File: config.mk
export PLATFORM = sky130hd
export DESIGN_NAME = modexp_ctrl
export DESIGN_NICKNAME = d
export VERILOG_FILES = /design/src/rtl/modexp_pkg.sv /design/src/rtl/msb_index.sv /design/src/rtl/modexp_ctrl.sv
export SDC_FILE = /design/constraint.sdc
export NUM_CORES = 2
export LEC_CHECK = 0
export ABC_AREA = 1
export CAP_MARGIN = 5
export CORE_AREA = 5 5 399 401
export CTS_CLUSTER_DIAMETER = 100
export DETAILED_ROUTE_END_ITERATION = 8
export DIE_AREA = 0 0 404 406
export RECOVER_POWER = 50
export SETUP_SLACK_MARGIN = 0.4
export SYNTH_ARGS = -nofsm -noshare
export SYNTH_HDL_FRONTEND = slang
export SYNTH_SLANG_ARGS = --single-unit
File: constraint.sdc
create_clock -name clk -period 3.1 [get_ports clk]
set_input_delay 0.31 -clock clk [delete_from_list [all_inputs] [get_ports clk]]
set_output_delay 0.31 -clock clk [all_outputs]
set_load 0.05 [all_outputs]
File: src/rtl/modexp_pkg.sv
// Shared types and constants for the modular-exponentiation sequencer.
package modexp_pkg;

  localparam int WIDTH = 128;
  localparam int IDX_W = 8;

  typedef logic [WIDTH-1:0] word_t;

  typedef enum logic [2:0] {
    IDLE,
    CHECK,
    SCAN,
    SQ_GO,
    SQ_WAIT,
    MUL_GO,
    MUL_WAIT,
    DONE
  } state_t;

endpackage

File: src/rtl/msb_index.sv
// Combinational leading-one detector: k is the index of the top set bit of value (0 if none).
// Only compiled when MODEXP_SKIP_LZ_EN is defined, since only that build uses it.
`ifdef MODEXP_SKIP_LZ_EN
module msb_index
  import modexp_pkg::*;
(
  input  logic [WIDTH-1:0] value,
  output logic [IDX_W-1:0] k
);

  // Later (higher) set bits overwrite earlier ones, leaving the most significant.
  always_comb begin
    k = '0;
    for (int b = 0; b < WIDTH; b++) begin
      if (value[b]) k = IDX_W'(b);
    end
  end

endmodule
`endif

File: src/rtl/modexp_ctrl.sv
// Square-and-multiply sequencer: result = msg^exp mod modulus using an external modular multiplier.
// Define MODEXP_SKIP_LZ_EN to skip the exponent's leading zeros (default: all 128 squares run).
module modexp_ctrl #(
  parameter int WIDTH = 128
) (
  input  logic             clk,
  input  logic             reset,
  input  logic             start,
  input  logic [WIDTH-1:0] msg,
  input  logic [WIDTH-1:0] exp,
  input  logic [WIDTH-1:0] modulus,
  output logic             busy,
  output logic             done,
  output logic             err,
  output logic [WIDTH-1:0] result,
  output logic             mul_start,
  output logic [WIDTH-1:0] mul_a,
  output logic [WIDTH-1:0] mul_b,
  output logic [WIDTH-1:0] mul_n,
  input  logic             mul_ready,
  input  logic [WIDTH-1:0] mul_result
);
  import modexp_pkg::*;

  state_t           state, state_next;
  word_t            m, e, n, r, r_next, fin_result;
  logic [IDX_W-1:0] i, i_next;
  logic [1:0]       settle;
  logic             finish, fin_err, qual;

  // The multiplier still shows the previous job's ready until its restart has taken effect.
  assign qual = mul_ready && (settle == 2'd0);

`ifdef MODEXP_SKIP_LZ_EN
  logic [IDX_W-1:0] k;

  msb_index u_msb_index (
    .value(e),
    .k    (k)
  );
`endif

  always_ff @(posedge clk or negedge reset) begin
    if (!reset) state <= IDLE;
    else        state <= state_next;
  end

  always_comb begin
    state_next = state;
    r_next     = r;
    i_next     = i;
    finish     = 1'b0;
    fin_err    = 1'b0;
    fin_result = '0;
    case (state)
      IDLE: if (start) state_next = CHECK;
      CHECK: begin
        if (n == '0 || m >= n) begin
          finish     = 1'b1;
          fin_err    = 1'b1;
          state_next = DONE;
        end else if (e == '0) begin
          finish     = 1'b1;
          fin_result = (n == word_t'(1)) ? '0 : word_t'(1);
          state_next = DONE;
        end else begin
          state_next = SCAN;
        end
      end
      SCAN: begin
`ifdef MODEXP_SKIP_LZ_EN
        if (k == '0) begin
          finish     = 1'b1;
          fin_result = m;
          state_next = DONE;
        end else begin
          r_next     = m;
          i_next     = k - IDX_W'(1);
          state_next = SQ_GO;
        end
`else
        // Start from 1 mod n so the residue is already below n when n == 1.
        r_next     = (n == word_t'(1)) ? '0 : word_t'(1);
        i_next     = IDX_W'(WIDTH - 1);
        state_next = SQ_GO;
`endif
      end
      SQ_GO: state_next = SQ_WAIT;
      SQ_WAIT: begin
        if (qual) begin
          r_next = mul_result;
          if (e[i[6:0]]) begin
            state_next = MUL_GO;
          end else if (i == '0) begin
            finish     = 1'b1;
            fin_result = mul_result;
            state_next = DONE;
          end else begin
            i_next     = i - IDX_W'(1);
            state_next = SQ_GO;
          end
        end
      end
      MUL_GO: state_next = MUL_WAIT;
      MUL_WAIT: begin
        if (qual) begin
          r_next = mul_result;
          if (i == '0) begin
            finish     = 1'b1;
            fin_result = mul_result;
            state_next = DONE;
          end else begin
            i_next     = i - IDX_W'(1);
            state_next = SQ_GO;
          end
        end
      end
      DONE:    state_next = IDLE;
      default: state_next = IDLE;
    endcase
  end

  // Operand latching, residue tracking and the registered multiplier/host outputs.
  always_ff @(posedge clk or negedge reset) begin
    if (!reset) begin
      m         <= '0;
      e         <= '0;
      n         <= '0;
      r         <= '0;
      i         <= '0;
      settle    <= '0;
      busy      <= 1'b0;
      done      <= 1'b0;
      err       <= 1'b0;
      result    <= '0;
      mul_start <= 1'b0;
      mul_a     <= '0;
      mul_b     <= '0;
      mul_n     <= '0;
    end else begin
      r         <= r_next;
      i         <= i_next;
      busy      <= (state_next != IDLE) && (state_next != DONE);
      done      <= finish;
      mul_start <= (state == SQ_GO) || (state == MUL_GO);
      if (state == IDLE && start) begin
        m      <= msg;
        e      <= exp;
        n      <= modulus;
        mul_n  <= modulus;
        err    <= 1'b0;
        result <= '0;
      end
      if (finish) begin
        err    <= fin_err;
        result <= fin_result;
      end
      if (state == SQ_GO || state == MUL_GO) begin
        mul_a  <= r;
        mul_b  <= (state == SQ_GO) ? r : m;
        settle <= 2'd2;
      end else if (settle != 2'd0) begin
        settle <= settle - 2'd1;
      end
    end
  end

endmodule

# ---- Yosys cells after proc, flatten, opt, wreduce, memory -nomap -nowiden
# Index checks and enable logic that the tools add are counted.
dict set report totals {
  ff_bits 913
  in_bits 516
  word_cells 91
}
dict set report classes {
  n_addsub 2
  magnitude_cmp 2
  n_eq_ne 13
  mux 41
  reduce_logical 19
}
# cell n
set op_table {}
lappend op_table {{$mux W128} 8}
lappend op_table {{$pmux W128 S3} 1}
lappend op_table {{$logic_not A128 Y1} 2}
lappend op_table {{$pmux W128 S2} 1}
lappend op_table {{$eq A128 B1 Y1 const B} 1}
lappend op_table {{$ge A128 B128 Y1} 1}
lappend op_table {{$mux W8} 4}
lappend op_table {{$pmux W3 S8} 1}
lappend op_table {{$pmux W8 S3} 1}
lappend op_table {{$mux W3} 7}
lappend op_table {{$mux W1} 14}
lappend op_table {{$eq A3 B3 Y1 const B} 4}
lappend op_table {{$logic_not A8 Y1} 1}
lappend op_table {{$lt A7 B8 Y1 const B} 1}
lappend op_table {{$reduce_bool A2 Y1} 4}
lappend op_table {{$sub A8 B1 Y8 const B} 1}
lappend op_table {{$bmux W1 S7} 1}
lappend op_table {{$eq A3 B2 Y1 const B} 2}
lappend op_table {{$ne A2 B2 Y1 const B} 3}
lappend op_table {{$reduce_bool A3 Y1} 2}
lappend op_table {{$mux W2} 2}
lappend op_table {{$reduce_and A4 Y1} 1}
lappend op_table {{$eq A3 B1 Y1 const B} 1}
lappend op_table {{$logic_and A1 B1 Y1} 3}
lappend op_table {{9 further kinds} 10}

# ---- Logic depth before layout (Yosys ltp)
dict set report depth {
  depth_word 7
  mapped_depth 24
  depth_no_buf 22
}

# ---- Worst setup path before layout
# Ideal clock, no wire load.
dict set report synth_timing {
  path_kind {register to register}
  from {register n[119]}
  to {register result[100]}
  t_arrival_ns 2.530
  required_time_ns 2.981
  path_slack_ns 0.451
  stages_incl_launch_ff 18
  path_buffers 2
  synth_period_minus_slack_ns 2.649
  cell_sequence {dfrtp_1 > inv_1 > ha_1 > nand2_1 > nor2_1 > nand2_1 > nor3_1 > nand2_1 > nor3_1 > nand2_1 > nand3_1 > nand2_1 > nand2_2 > nor2_4 > buf_12 > buf_4 > nand2_1 > nand2_1}
}
dict set report synth_between {
  elab_chain_cells 5
  word_cells_on_any_way 7
  cone_classes {order compare (1); mux (3); reduce/logical (3)}
}
# item line
set synth_lines {}
lappend synth_lines {{from (decl)} modexp_ctrl.sv:26} ;# word_t m, e, n, r, r_next, fin_result;
lappend synth_lines {{from (signal assigned)} modexp_ctrl.sv:149} ;# n <= modulus;
lappend synth_lines {{$ge A128 B128 Y1 / $logic_not A128 Y1 (equally long branches)} modexp_ctrl.sv:58} ;# if (n == '0 || m >= n) begin
lappend synth_lines {{$logic_or A1 B1 Y1 (*)} modexp_ctrl.sv:58}
lappend synth_lines {{$mux W1 (*)} modexp_ctrl.sv:58}
lappend synth_lines {{$pmux W1 S3 (*)} modexp_ctrl.sv:55} ;# case (state)
lappend synth_lines {{via finish} modexp_ctrl.sv:29} ;# logic finish, fin_err, qual;
lappend synth_lines {{$mux W128 / $reduce_bool A2 Y1 (equally long branches)} --}
lappend synth_lines {{to (signal assigned)} modexp_ctrl.sv:156} ;# result <= fin_result;
lappend synth_lines {{to (decl)} modexp_ctrl.sv:15} ;# output logic [WIDTH-1:0] result,
# Mark *: on every way through the listed nets, which the timed path passes. The rest lies on a longest branch.
# A chain may end at the register's enable or synchronous reset.

# ---- Worst setup path after layout
dict set report layout_timing {
  from {register n[28]}
  to {register result[102]}
}
# Same word-level chain as after synthesis.

==> summary.md <==
| Metric | Value |
|---|---|
| Max Clk Rate | `0.337 GHz` |
| Hold path cells | `3` |
| Fin Hold WS | `between 100 and 150 ps` |
| Final TNS setup | `0 ps` |
| Vias in the first global route | `around 37000` |
| Tot GR Track Use | `21.5%` |
| Clock Root Buffer | `clkbuf_16` |
| Worst slew pin tran | `2140 ps` |
| Maximum VDD drop | `0.754 mV` |
| Largest family of logic cells by synthesized area | `simple AND/OR/NAND/NOR gates` |
| Clock Latency Late Sink | `740 ps` |
| Leak | `28.0 nW` |
| TritonCTS Buffers | `108` |
| Flop2flop setup slack | `about 130 ps` |
| H-tree depth | `3` |
| Final instance area | `between 50000 and 60000 µm²` |
| Critical path arrival | `3580 ps` |
| HP Class | `input pin to flop` |
| Adder-Cell Fraction of Synth Area | `4.04%` |
| ANT nets after route | `0` |
| CP max FO | `5` |
| DP Area | `54000 µm²` |
| Slowest library cell on the worst path | `dfrtp_1` |
| Synth Instances | `4728` |
| Max clock buf depth | `3` |
| DIE AREA | `164000 µm²` |
| Slew HR | `-42.4%` |
| Post-synth EDFFs | `0` |
| Area of the multi-input gates | `16400 µm²` |
| Vias/cell | `around 4.7` |
| Crit path time final | `2970 ps` |
| Crit path buffers/inverters | `7` |
| Mux contribution to synthesized area | `0%` |
| Synth-to-layout area growth | `48.4%` |
| Syn. warnings | `0` |
| RD Place Congestion | `approximately 0.94` |
| DIE WIDTH | `between 400 and 500 µm` |
| Simple-gate share of the synthesized area | `23.7%` |
| Synth Area in Compound Gates | `9.91%` |
| Maxcap violations | `1` |
| Most frequent cell after synthesis | `nand2_1` |
| CTS Sinks | `913` |
| Synth Register Bits | `913` |
| Cell Rows | `145` |
| Layout Skew | `about 38 ps` |
| Filler instances | `15700` |
| Core area | `155000 µm²` |
| Setup ws final | `129 ps` |
| Antenna violations before repair | `28` |
| Failing checks | `capacitance limit, slew limit` |
| Worst r2r path cells | `21` |
| Crit path cell chain | `buf_4, nor2_2, nand4_1, buf_4, nor2_2, nand2_2, nor2_4, buf_6, nand2_2, nand4_1, nor2_4, nand3_2, nand2_2, nand2_2, nor2_4, buf_6, buf_12, buf_8, buf_12, nand2_2, nand2_1` |
| Synth Area per Inst | `8.51 µm²` |
| DRC | `0` |
| Post-synth cell types | `37` |
| Dpl hpwl | `140 mm` |
| CP Class | `flop to flop` |
| Power per cell area | `1170 nW/µm²` |
| IO Port Bufs | `1031` |
| WHS Endpoint | `m[56]` |
| Leading area contributor after synthesis | `dfrtp_1` |
| Reg2reg start | `n[28]` |
| XOR/XNOR share of the synthesized area | `less than 1%` |
| Synth Net Count | `5374` |
| Final Hold Fails | `0` |
| Total routed wirelength | `between 150 and 200 mm` |
| DR iter-0 viols | `2907` |
| Delay-heaviest family, CP | `simple AND/OR/NAND/NOR gates` |
| DP Worst Slack | `-230 ps` |
| Via count | `37700` |
| Reg clk slew, reported paths | `roughly 60 ps` |
| CTS tree | `built` |
| RSZ-0062 raised after global routing | `true` |
| Synthesized area | `40200 µm²` |
| Congestion Overflow GR | `0` |
| Req. time, crit path | `roughly 3700 ps` |
| Most common library cells after synthesis | `nand2_1, dfrtp_1, o21ai_0` |
| Nets@finish | `6539` |
| Layout cells sized above 1 | `between 10% and 20%` |
| Hold Crit Start | `msg[56]` |
| Final setup vio count | `0` |
| Synth top area cells | `dfrtp_1, nand2_1, ha_1` |
| Max Slew Vio Count | `49` |
| Primary FF master, synth | `dfrtp_1` |
| Period utilization | `95.8%` |
| Pre-antenna DRT Iters | `6` |
| Critical Path Start Type | `flop` |
| Register area share after synthesis | `56.8%` |
| Top cell by count, worst path | `nand2_2` |
| Tot Pwr | `69.8 mW` |
| Async set-or-reset flop fraction in the synthesized netlist | `100%` |
| Die Y | `406 µm` |
| Initial core utilization | `~26%` |
| Slowest stage delay, CP | `380 ps` |
| Register area | `22900 µm²` |
| Outcome | `finished, violations left` |
| WL per Instance | `23.2 µm` |
| Crit path capture type | `flop` |
| Io pins | `1032` |
| Reg2reg end | `result[102]` |
| Post-synth top area share | `56.8%` |
| Largest net degree at the start of global routing | `between 150 and 200` |
| First-pass GRT wire length | `around 260 mm` |
-- power breakdown --
| group | leakage (nW) | switching [mW] | total (mW) | internal, mW |
|---|---|---|---|---|
| Clock | 1.76 | 5.47 | 12.9 | 7.47 |
| Combinational | 14.5 | 24.4 | 37.0 | 12.6 |
| Sequential | 11.7 | 3.42 | 19.9 | 16.5 |
| Total | 28.0 | 33.3 | 69.8 | 36.6 |
-- metal layers --
| metal | GRT usage [%] | up-vias | part of all wire, % |
|---|---|---|---|
| met5 | 0 | - | 0.086 |
| met4 | 8.62 | 24 | 4.2 |
| met3 | 5.78 | 307 | 8.1 |
| met2 | 35.7 | 1534 | 47 |
| met1 | 26.7 | 18400 | 40 |
| li1 | - | 17500 | - |
-- kinds of logic after synthesis --
logic type | Yosys count
flops | 913
xor+xnor | 4
buf+inv | 550
compound gates | 674
fa+ha+maj | 130
simple gates | 2457
-- worst register-to-register path: cells and delay by family, from the launching register on --
kind | cells | cell delay, ps
buf+inv | 7 | 1090
flops | 1 | 380
simple gates | 14 | 1380
-- placed cells by master (no fill, tap or decap), drive strengths merged, types with 20 or more instances in the layout --
| cell type | Yosys | layout |
|---|---|---|
| a22o | 97 | 97 |
| nor2 | 295 | 295 |
| ha | 130 | 130 |
| dlygate4sd3 | 0 | 29 |
| buf | 48 | 240 |
| nand4 | 42 | 42 |
| inv | 303 | 310 |
| clkinv | 1 | 20 |
| clkbuf | 198 | 193 |
| nand3 | 83 | 83 |
| clkdlybuf4s50 | 0 | 1001 |
| o211ai | 20 | 20 |
| a31oi | 129 | 129 |
| nand2 | 2007 | 2007 |
| o21ai | 333 | 333 |
| dfrtp | 913 | 913 |
| a21oi | 83 | 83 |
-- layout make-up --
| class | instances | share of cell area, % |
|---|---|---|
| sequential | 913 | 38.3 |
| multi-input combinational | 3265 | 27.4 |
| timing repair buffer | 1301 | 22.0 |
| clock buffer | 162 | 5.35 |
| tap | 2058 | 4.31 |
| inverter | 304 | 1.96 |
| clock inverter | 34 | 0.646 |
| antenna | 13 | 0.0545 |
-- worst max-delay path by stage --
stage | from | end | slack, ps | depth (start not counted)
after floorplan | n[119] | result[100] | 450 | 17
after global placement | m[79] | result[17] | -270 | 17
after detailed placement | n[3] | result[24] | -230 | 20
after CTS | n[118] | result[16] | 230 | 21
after global routing | m[116] | result[15] | 60 | 21
final | n[28] | result[102] | 130 | 21
-- per-stage QoR --
stage	cells	utilization [%]
floorplan	4728	-
global placement	7751	34.8
detailed placement	7751	34.8
CTS	7976	37.5
global route	8043	38.4
finish	8050	38.4
-- state kept, by name, summed over array words and instances (netlist names) --
register / cells
e: 128
m: 128
mul_a: 128
mul_b: 128
n: 128
r: 128
result: 128
i: 8
state: 3
settle: 2
busy: 1
done: 1
err: 1
mul_start: 1
-- repair_timing --
item | CTS | global route
cloned | 4 | 9
endpoints found under the hold margin | 36 | 0
gates resized for setup | 87 | 256
setup endpoints to repair | 133 | 140
pin swaps | 13 | 69
hold buffers | 1 | 0
buffers inserted | 24 | 52
Power figures use the tool's default switching activity.
